$ cat src/rtl/pipe_stage_skid.sv
// Pipeline-stage register with valid/ready flow control and a 2-entry skid buffer.
// The main register drives the outputs and the skid register absorbs the one beat that arrives while downstream stalls.
module pipe_stage_skid #(
    parameter int CTRL_W     = 8,
    parameter int DATA_W     = 133,
    parameter bit CLEAR_DATA = 1'b0
) (
    input  logic              clk_i,
    input  logic              rst_i,
    input  logic              flush_i,
    input  logic              in_valid_i,
    output logic              in_ready_o,
    input  logic [CTRL_W-1:0] in_ctrl_i,
    input  logic [DATA_W-1:0] in_data_i,
    output logic              out_valid_o,
    input  logic              out_ready_i,
    output logic [CTRL_W-1:0] out_ctrl_o,
    output logic [DATA_W-1:0] out_data_o,
    output logic [1:0]        count_o
);

    typedef enum logic [1:0] {
        EMPTY = 2'd0,
        HALF  = 2'd1,
        FULL  = 2'd2
    } state_t;

    state_t            state_q;
    state_t            state_d;
    logic              in_ready_q;
    logic              vld_p1;

    logic [CTRL_W-1:0] main_ctrl_p1;
    logic [DATA_W-1:0] main_data_p1;
    logic [CTRL_W-1:0] skid_ctrl_p1;
    logic [DATA_W-1:0] skid_data_p1;

    logic              in_fire;
    logic              out_fire;
    logic              main_load_in;
    logic              main_load_skid;
    logic              main_clear;
    logic              skid_load_in;
    logic              skid_clear;

    assign vld_p1      = (state_q != EMPTY);
    assign in_fire     = in_valid_i & in_ready_q;
    assign out_fire    = vld_p1 & out_ready_i;

    assign in_ready_o  = in_ready_q;
    assign out_valid_o = vld_p1;
    assign out_ctrl_o  = main_ctrl_p1;
    assign out_data_o  = main_data_p1;
    assign count_o     = state_q;

    // Next-state and register-steering decisions; flush overrides every handshake.
    always_comb begin
        state_d        = state_q;
        main_load_in   = 1'b0;
        main_load_skid = 1'b0;
        main_clear     = 1'b0;
        skid_load_in   = 1'b0;
        skid_clear     = 1'b0;

        if (flush_i) begin
            state_d    = EMPTY;
            main_clear = 1'b1;
            skid_clear = 1'b1;
        end else begin
            unique case (state_q)
                EMPTY: begin
                    if (in_fire) begin
                        state_d      = HALF;
                        main_load_in = 1'b1;
                    end
                end
                HALF: begin
                    if (in_fire && out_fire) begin
                        main_load_in = 1'b1;
                    end else if (in_fire) begin
                        state_d      = FULL;
                        skid_load_in = 1'b1;
                    end else if (out_fire) begin
                        state_d    = EMPTY;
                        main_clear = 1'b1;
                    end
                end
                FULL: begin
                    // in_ready is low here, so only the drain side can move
                    if (out_fire) begin
                        state_d        = HALF;
                        main_load_skid = 1'b1;
                        skid_clear     = 1'b1;
                    end
                end
                default: begin
                    state_d    = EMPTY;
                    main_clear = 1'b1;
                    skid_clear = 1'b1;
                end
            endcase
        end
    end

    // State register; in_ready is registered from the next state so it has no path from out_ready_i.
    always_ff @(posedge clk_i) begin
        if (rst_i) begin
            state_q    <= EMPTY;
            in_ready_q <= 1'b1;
        end else begin
            state_q    <= state_d;
            in_ready_q <= (state_d != FULL);
        end
    end

    // Control bundle: always zeroed when its entry dies so a killed beat has no side effects.
    always_ff @(posedge clk_i) begin
        if (rst_i) begin
            main_ctrl_p1 <= '0;
            skid_ctrl_p1 <= '0;
        end else begin
            if (main_load_in)
                main_ctrl_p1 <= in_ctrl_i;
            else if (main_load_skid)
                main_ctrl_p1 <= skid_ctrl_p1;
            else if (main_clear)
                main_ctrl_p1 <= '0;

            if (skid_load_in)
                skid_ctrl_p1 <= in_ctrl_i;
            else if (skid_clear)
                skid_ctrl_p1 <= '0;
        end
    end

    // Data bundle: dead entries keep stale contents unless CLEAR_DATA asks for zeroing.
    always_ff @(posedge clk_i) begin
        if (rst_i) begin
            main_data_p1 <= '0;
            skid_data_p1 <= '0;
        end else begin
            if (main_load_in)
                main_data_p1 <= in_data_i;
            else if (main_load_skid)
                main_data_p1 <= skid_data_p1;
            else if (main_clear && CLEAR_DATA)
                main_data_p1 <= '0;

            if (skid_load_in)
                skid_data_p1 <= in_data_i;
            else if (skid_clear && CLEAR_DATA)
                skid_data_p1 <= '0;
        end
    end

endmodule

$ cat config.mk
export PLATFORM = sky130hd
export DESIGN_NAME = pipe_stage_skid
export DESIGN_NICKNAME = d
export VERILOG_FILES = /design/src/rtl/pipe_stage_skid.sv
export SDC_FILE = /design/constraint.sdc
export NUM_CORES = 1
export LEC_CHECK = 0
export ABC_AREA = 0
export CORE_MARGIN = 1
export CORE_UTILIZATION = 49
export CTS_CLUSTER_SIZE = 16
export DETAILED_ROUTE_END_ITERATION = 8
export PLACE_DENSITY = 0.8
export SYNTH_ARGS = -nofsm -noshare
export SYNTH_HDL_FRONTEND = slang
export SYNTH_SLANG_ARGS = --single-unit
export TNS_END_PERCENT = 1
$ cat constraint.sdc
create_clock -name clk_i -period 2.4 [get_ports clk_i]
set_clock_uncertainty 0.05 [all_clocks]
set_input_delay 0.36 -clock clk_i [delete_from_list [all_inputs] [get_ports clk_i]]
set_output_delay 0.36 -clock clk_i [all_outputs]
set_load 0.02 [all_outputs]
==> flow_summary.toml, run 1 <==
[pwr]
power.switching_w = 0.00275
switching_share_pct = 24.5
clkPwrFrac_pct = 42.0
leakagePower_nw = 5.42
total_power_w = 0.0112
p_int_w = 0.00849
ir_drop_v = 0.000550
pwr-share-comb_pct = 13.4
pwr-share-seq_pct = 44.7
power_density_mw_per_mm2 = 712

[worst_setup_path]
arrival_ns = 1.85
start_kind = "flop"
endpoint_kind = "primary output"
critical_path_class = "reg -> out"
cp.required_ns = 1.99
worstPathMaxFanout = 9
reg2regPathDepth = 5

[synthesis]
synth_simple_gate_area_share_pct = 19.3
synth_area_mm2 = 0.0117
synth_edf_count = 0
syn-num-nets = 1557
synth-seq-cells = 285
ys_top_cells_by_area = "dfxtp_1 49%, nand2_1 13%, a21oi_1 9.4%"
yosysWarningCount = 0
synthAdderAreaFrac_pct = 0
synth-xor-area-share_pct = 0.150
async_reset_ff_share_pct = 0
synth_top_family_by_area = "compound AO/OA/AOI/OAI gates"
yosysTopAreaCellShare_pct = 48.8
synthMuxAreaShare_pct = 0
ys_types = 34
synth-main-ff-cell = "dfxtp_1"
synth_area_per_cell_um2 = 8.28
syn_inst = 1411
synth_area_leader_cell = "dfxtp_1"
synth-compound-area-share_pct = 25.6
ys_seq_area_share_pct = 48.8

[sta]
setup_viol = 0
tightest_slew_ns = 0.527
setup_tns_ns = 0
max_slew_margin_pct = 64.0
setup_ws_ns = 0.139
slew_viol_final = 0
min_period_ns = 2.26
finalHoldViolCount = 0
rsz0062_at_grt = "no"
fin_crit_sh_pct = 94.2
fmax_mhz = 442

[floorplan]
fp.dieH_um = 156
coreArea_mm2 = 0.0234
dieWidth_um = 156
ioPinCount = 291
die_area_mm2 = 0.0245
start_util_pct = 49.9
row_count = 56

[clocking]
cts_buffers = 30
cts_hold_buf = 0
cts_buffer_depth = 3
root_buffer = "clkbuf_16"
post_cts_buffers = 0
tritoncts = "built"
path_clk_slew_ns = 0.06
clkSinkCount = 285
cts_htree_levels = 1
clock_latency_ns = 0.54

[place]
place_hpwl_mm = 20.5
port_buffers = 290
gp_congestion = 0.813
pre_cts_slack_ns = 0.125

[cells_and_area]
area_growth_pct = 35.2
nets = 1783
drive_gt1_share_pct = 11.9

[global_route]
grt_max_degree = 85
grt_busiest_layer = "met2"
grt.total_usage_pct = 26.1
met3_usage_pct = 5.62
first_global_vias = 10500
antenna_found_initial = 2
grt_pass1_wl_mm = 51.9
grt_overflow = 0
grt_use_met2_pct = 44.0
grt.met1_usage_pct = 31.4

[min_path]
hold_path_class = "in -> reg"
min_path_cells = 2

[drt]
wirelength_mm = 32.7
drc = 0
first_iter_violations = 665
vias_per_cell = 5.44
ant_nets = 0
vias = 10800
dr.pass1.iters = 5
wl_per_cell_um = 16.5

[run_status]
outcome = "complete, no violations"

[job]
cap_violations = 0
layout make-up:
type	count	area [um2]
inverters	4	15.0
clock buffers	44	915
fillers	1871	7610
multi-input cells	999	5290
flip-flops and latches	285	5710
clock inverters	12	118
well taps	319	399
repair buffers	317	3350
diodes	1	2.50
registers in the layout, indices dropped and copies added, names as in the netlist:
name / cells
count_o: 2
in_ready_o: 1
out_ctrl_o: 8
out_data_o: 133
skid_ctrl_p1: 8
skid_data_p1: 133
cell families (layout without fill, tap and decap cells):
| group | Yosys count | in the layout |
|---|---|---|
| and+or+nand+nor | 576 | 576 |
| AOI/OAI and AO/OA | 421 | 421 |
| DFF | 285 | 285 |
| buffers and inverters | 127 | 377 |
| xor gates and xnor gates | 2 | 2 |
| other | 0 | 1 |
repair_timing:
action                                  in CTS  in global routing
gates resized for setup                      0                  1
endpoints found under the hold margin        0                  0
endpoints found under the setup margin       0                  1
layout by cell type (no fill, tap or decap), types with 17 or more instances in the layout:
master / instances
a211oi_1: 72
a211oi_2: 60
a21oi_1: 219
a21oi_2: 49
buf_12: 19
clkbuf_16: 31
clkdlybuf4s50_1: 289
dfxtp_1: 284
nand2_1: 401
nor2_1: 136
nor2b_1: 17
Yosys cell counts, types with 2 or more instances:
master	instances
inv_1	4
a22o_1	7
buf_4	19
nand2_1	402
nand2b_1	2
nor3_1	9
dfxtp_1	285
and2_1	2
a32o_1	2
nand2_2	2
a221oi_1	7
a21oi_2	49
buf_6	6
a211oi_2	60
a211oi_1	72
buf_12	3
clkbuf_1	64
nor2_1	136
nor2b_1	17
a21oi_1	219
buf_8	3
buf_2	28
o21ai_0	2
critical path: stages, from the launching register on:
cell             delay (ns)
dfxtp_1                0.49
nor2_1                 0.13
inv_1                  0.07
clkdlybuf4s50_1        0.63
power groups by stage:
stage               combinational, W  sequential (W)  clock, W
global route                 0.00160         0.00504   0.00498
CTS                          0.00150         0.00502   0.00480
finish                       0.00150         0.00502   0.00472
detailed placement           0.00150         0.00512         0
global placement             0.00147         0.00512         0
floorplan                   0.000539         0.00531         0
metal layers:
metal  vias to the layer above  routed length [um]
met5                         -                  13
met4                         2                1580
met3                        95                2160
met2                       364               15500
met1                      5093               13500
li1                       5226                   -
worst paths after layout:
path              slack, ns                end             start
setup / recovery       0.14        out_valid_o        count_o[1]
hold reg to reg        0.40   skid_data_p1[15]  skid_data_p1[15]
setup reg to reg       0.50    out_data_o[103]        count_o[1]
hold / removal         0.16  skid_data_p1[128]             rst_i
through the flow:
stage	utilization (%)	instances	hold WS, ns	cell area, um2
6_report	67.5	1981	0.162	15800
5_1_grt	67.5	1981	0.173	15800
4_1_cts	67.5	1980	0.156	15800
3_5_place_dp	63.1	1924	0.397	14800
3_3_place_gp	63.1	1924	0.390	14800
2_1_floorplan	-	1411	0.387	11700
Power figures use the tool's default switching activity.
==> run 2: changes to the inputs <==
--- a/config.mk
+++ b/config.mk
@@ -7,10 +7,12 @@
 export LEC_CHECK = 0
 export ABC_AREA = 0
 export CORE_MARGIN = 1
-export CORE_UTILIZATION = 49
+export CORE_UTILIZATION = 60
 export CTS_CLUSTER_SIZE = 16
 export DETAILED_ROUTE_END_ITERATION = 8
-export PLACE_DENSITY = 0.8
+export DONT_BUFFER_PORTS = 1
+export MAX_ROUTING_LAYER = met4
+export PLACE_DENSITY = 0.76
 export SYNTH_ARGS = -nofsm -noshare
 export SYNTH_HDL_FRONTEND = slang
 export SYNTH_SLANG_ARGS = --single-unit
==> flow_summary.toml, run 2 (synthesis results as in run 1) <==
[run_status]
outcome = "complete, but fails checks"
violations = "negative hold slack, negative setup slack"

[worst_setup_path]
arrival_ns = 2.88
worstPathCellList = "and3b_2 -> and2_4 -> buf_4 -> buf_4 -> a21oi_1 -> a211oi_1 -> dlygate4sd3_1"
cpMostUsedCell = "buf_4"
endpoint_kind = "flop"
ff2ff_setup_slack_ns = -0.05
cp_slowest_cell = "dlygate4sd3_1"
worstPathMaxFanout = 13
start_kind = "flop"
slowest_delay_ns = 0.61
cp.required_ns = 2.83
critical_path_class = "reg -> reg"

[pwr]
clkPwrFrac_pct = 41.9
power.switching_w = 0.00258
ir_drop_v = 0.000534
switching_share_pct = 24.8
power_density_mw_per_mm2 = 735
p_int_w = 0.00781
pwr-share-seq_pct = 50.8
pwr-share-comb_pct = 7.3
leakagePower_nw = 5.07

[sta]
finalHoldViolCount = 119
setup_ws_ns = -0.0496
min_period_ns = 2.45
hold_slack_ns = -0.174
fmax_mhz = 408
max_slew_margin_pct = 54.9
fin_crit_sh_pct = 102
slew_viol_final = 0
tightest_slew_ns = 0.677
setup_viol = 4

[drt]
vias_per_cell = 5.88
wirelength_mm = 32.7
ant_nets = 0
dr.pass1.iters = 5
first_iter_violations = 760
vias = 10500
wl_per_cell_um = 18.4
drc = 0

[floorplan]
ioPinCount = 291
die_area_mm2 = 0.0200
fp.dieH_um = 142
start_util_pct = 61.8
dieWidth_um = 142
row_count = 50
coreArea_mm2 = 0.0189

[clocking]
path_clk_slew_ns = 0.06
tritoncts = "built"
clock_latency_ns = 0.54
root_buffer = "clkbuf_16"
cts_buffer_depth = 3
cts_buffers = 30
cts_htree_levels = 1
clkSinkCount = 285

[cells_and_area]
finalInstanceArea_mm2 = 0.0141
stdcell_count = 1778
fillers = 1350
final_cell_mix = "401 x nand2_1, 284 x dfxtp_1, 219 x a21oi_1"
area_growth_pct = 21.0
final_common_cell = "nand2_1"
drive_gt1_share_pct = 13.4
antennaDiodeCount = 0
finalCoreUtilization_pct = 74.8
nets = 1643

[place]
port_buffers = 0
gp_congestion = 0.777
place_area_mm2 = 0.0117
pre_cts_slack_ns = 0.340
place_hpwl_mm = 18.0
placed_cells = 1577

[global_route]
grt_overflow = 0
grt_max_degree = 279
antenna_found_initial = 0
grt.total_usage_pct = 30.2
grt_pass1_wl_mm = 48.1
first_global_vias = 9599

[min_path]
hold_path_class = "in -> reg"

[job]
cap_violations = 0
run 2: cell count changes in the layout (fill, tap and decap cells not counted), sizes merged:
cell,before,now
and2,3,5
clkinvlp,3,2
clkdlybuf4s50,289,0
diode,1,0
dlygate4sd3,0,139
buf,28,36
bufinv,2,0
run 2: layer usage:
layer / vias up / track usage [%] / part of all wire (%)
met5: - / - / 0
li1: 4927 / - / -
met4: 0 / 12.3 / 3.7
met1: 4952 / 35.5 / 39
met2: 497 / 48.0 / 47
met3: 86 / 9.15 / 10
run 2: timing repair:
item,CTS,global route
gates resized for setup,0,5
buffers inserted,0,7
setup endpoints to repair,0,25
hold endpoints to repair,285,237
hold buffers,49,90
run 2: power groups by stage:
stage	registers [W]	logic (W)	clock network, W
global route	0.00529	0.000829	0.00461
global placement	0.00537	0.000531	0
floorplan	0.00531	0.000539	0
CTS	0.00527	0.000605	0.00441
detailed placement	0.00537	0.000553	0
finish	0.00527	0.000758	0.00436
run 2: worst paths after layout:
| kind | end | startpoint | depth (start not counted) |
|---|---|---|---|
| worst max register to register | out_data_o[34] | count_o[0] | 7 |
| worst max-delay path | out_data_o[34] | count_o[0] | 7 |
| worst min register to register | skid_data_p1[104] | skid_data_p1[104] | 2 |
| worst min-delay path | out_data_o[127] | rst_i | 1 |
run 2: critical path: cells and delay by family (launching register included):
kind	cells	cell delay [ns]
flops	1	0.37
simple gates	2	0.63
buf+inv	3	0.94
compound gates	2	0.39
run 2: metrics by stage:
stage	TNS, ns	power, W
2_1_floorplan	0	0.00585
3_3_place_gp	0	0.00590
3_5_place_dp	0	0.00592
4_1_cts	0	0.0103
5_1_grt	-1.02	0.0107
6_report	-0.157	0.0104
run 2: final cells by class:
cell class	count	area, um2	share of cell area [%]
Timing Repair Buffer	175	1840	13.0
Clock inverter	9	53.8	0.381
Inverter	4	15.0	0.106
Clock buffer	44	875	6.19
Tap cell	260	325	2.30
Multi-Input combinational cell	1001	5320	37.7
Sequential cell	285	5710	40.4
==> run 3: changes to the inputs <==
--- a/config.mk
+++ b/config.mk
@@ -13,6 +13,8 @@
 export DONT_BUFFER_PORTS = 1
 export MAX_ROUTING_LAYER = met4
 export PLACE_DENSITY = 0.76
+export REMOVE_ABC_BUFFERS = 1
+export SLEW_MARGIN = 10
 export SYNTH_ARGS = -nofsm -noshare
 export SYNTH_HDL_FRONTEND = slang
 export SYNTH_SLANG_ARGS = --single-unit
==> flow_summary.toml, run 3 (synthesis results as in run 1) <==
[worst_setup_path]
cp_slowest_cell = "dlygate4sd3_1"
slowest_delay_ns = 0.58
worstPathCellList = "and4bb_4 -> and2_4 -> buf_12 -> a221oi_1 -> nor3_1 -> dlygate4sd3_1"
ff2ff_setup_slack_ns = -0.02
cp.required_ns = 2.76
r2r-end = "out_ctrl_o[2]"
critical_path_class = "reg -> reg"
arrival_ns = 2.78
setup.worst_path.end = "out_ctrl_o[2]"
startpoint = "count_o[1]"
reg2regPathDepth = 6
reg2reg_from = "count_o[1]"
worstPathMaxFanout = 23
endpoint_kind = "flop"
start_kind = "flop"

[sta]
setup_ws_ns = -0.0156
setup_tns_ns = -0.0156
finalHoldViolCount = 79
min_period_ns = 2.42
fin_crit_sh_pct = 101
hold_slack_ns = -0.151
fmax_mhz = 414
slew_viol_final = 0
max_slew_margin_pct = 55.1
tightest_slew_ns = 0.673
setup_viol = 1

[run_status]
violations = "negative hold slack, negative setup slack"
outcome = "complete, but fails checks"

[place]
port_buffers = 0
placed_cells = 1574
place_hpwl_mm = 17.2
pre_cts_slack_ns = 0.337
gp_congestion = 0.790

[clocking]
tritoncts = "built"
clock_latency_ns = 0.53
root_buffer = "clkbuf_16"
path_clk_slew_ns = 0.06
cts_buffer_depth = 3
cts_buffers = 29
post_cts_buffers = 0
cts_htree_levels = 1
clkSinkCount = 285

[cells_and_area]
stdcell_count = 1775
area_growth_pct = 21.4
finalCoreUtilization_pct = 75.1
drive_gt1_share_pct = 12.6
antennaDiodeCount = 0
nets = 1643
final_common_cell = "nand2_1"
final_cell_mix = "401 x nand2_1, 282 x dfxtp_1, 219 x a21oi_1"

[floorplan]
fp.dieH_um = 142
row_count = 50
dieWidth_um = 142
start_util_pct = 61.8
die_area_mm2 = 0.0200
coreArea_mm2 = 0.0189
ioPinCount = 291

[pwr]
power_density_mw_per_mm2 = 740
total_power_w = 0.0105
ir_drop_v = 0.000584
leakagePower_nw = 4.99

[drt]
first_iter_violations = 908
drc = 0
dr.pass1.iters = 5
vias_per_cell = 5.98
ant_nets = 0
wl_per_cell_um = 18.8
vias = 10600
wirelength_mm = 33.3

[global_route]
grt_max_degree = 279
grt.total_usage_pct = 29.0
first_global_vias = 9289
grt_overflow = 0
antenna_found_initial = 0
grt_pass1_wl_mm = 46.5

[job]
cap_violations = 0

[min_path]
hp-start = "rst_i"
hold_path_class = "in -> reg"
min_path_cells = 1
[run 3: changes by cell type in the layout (fill, tap and decap cells not counted), sizes merged]
| cell | delta |
|---|---|
| buf | -10 |
| clkbuf | +2 |
| dlygate4sd3 | +12 |
| bufinv | +1 |
| and2 | -1 |
| clkinv | -6 |
| clkinvlp | -1 |
[run 3: power by group]
group / internal (W) / switching (W)
logic: 0.000393 / 0.000400
registers: 0.00492 / 0.000355
clock network: 0.00264 / 0.00179
total: 0.00796 / 0.00255
[run 3: per-layer routing]
layer  vias to the layer above  GRT usage [%]  part of all wire [%]
li1                       4934              -                     -
met3                       107           9.08                   9.6
met2                       533           46.4                    48
met4                         0           11.3                   4.1
met5                         -              -                     0
met1                      5043           34.1                    38
[run 3: critical path, delay by kind of cell (launching register included)]
kind | cells | cell delay, ns
DFF | 1 | 0.48
buffers and inverters | 2 | 0.75
AOI/OAI and AO/OA | 1 | 0.35
and+or+nand+nor | 3 | 0.66
[run 3: through the flow]
stage	hold slack, ns	instance area (um2)
floorplan	0.375	11000
global placement	0.387	11700
detailed placement	0.392	11700
CTS	-0.159	13200
global route	-0.168	14200
finish	-0.151	14200
[run 3: timing repair]
item,in CTS,in global routing
endpoints found under the hold margin,285,238
hold buffers,53,98
setup endpoints to repair,0,14
resized for setup,0,5
[run 3: layout make-up]
type                            count  area, um2
Clock buffer                       46        900
Clock inverter                      3       42.5
Fill cell                        1301       4700
Inverter                            4       15.0
Multi-Input combinational cell   1000       5310
Sequential cell                   285       5710
Tap cell                          260        325
Timing Repair Buffer              177       1890
[run 3: worst min path at each step]
| stage | to | slack, ns |
|---|---|---|
| after global placement | skid_data_p1[5] | 0.39 |
| after floorplan | out_data_o[100] | 0.37 |
| after detailed placement | skid_data_p1[30] | 0.39 |
| final | skid_data_p1[44] | -0.15 |
| after global routing | out_data_o[64] | -0.17 |
| after CTS | out_data_o[60] | -0.16 |
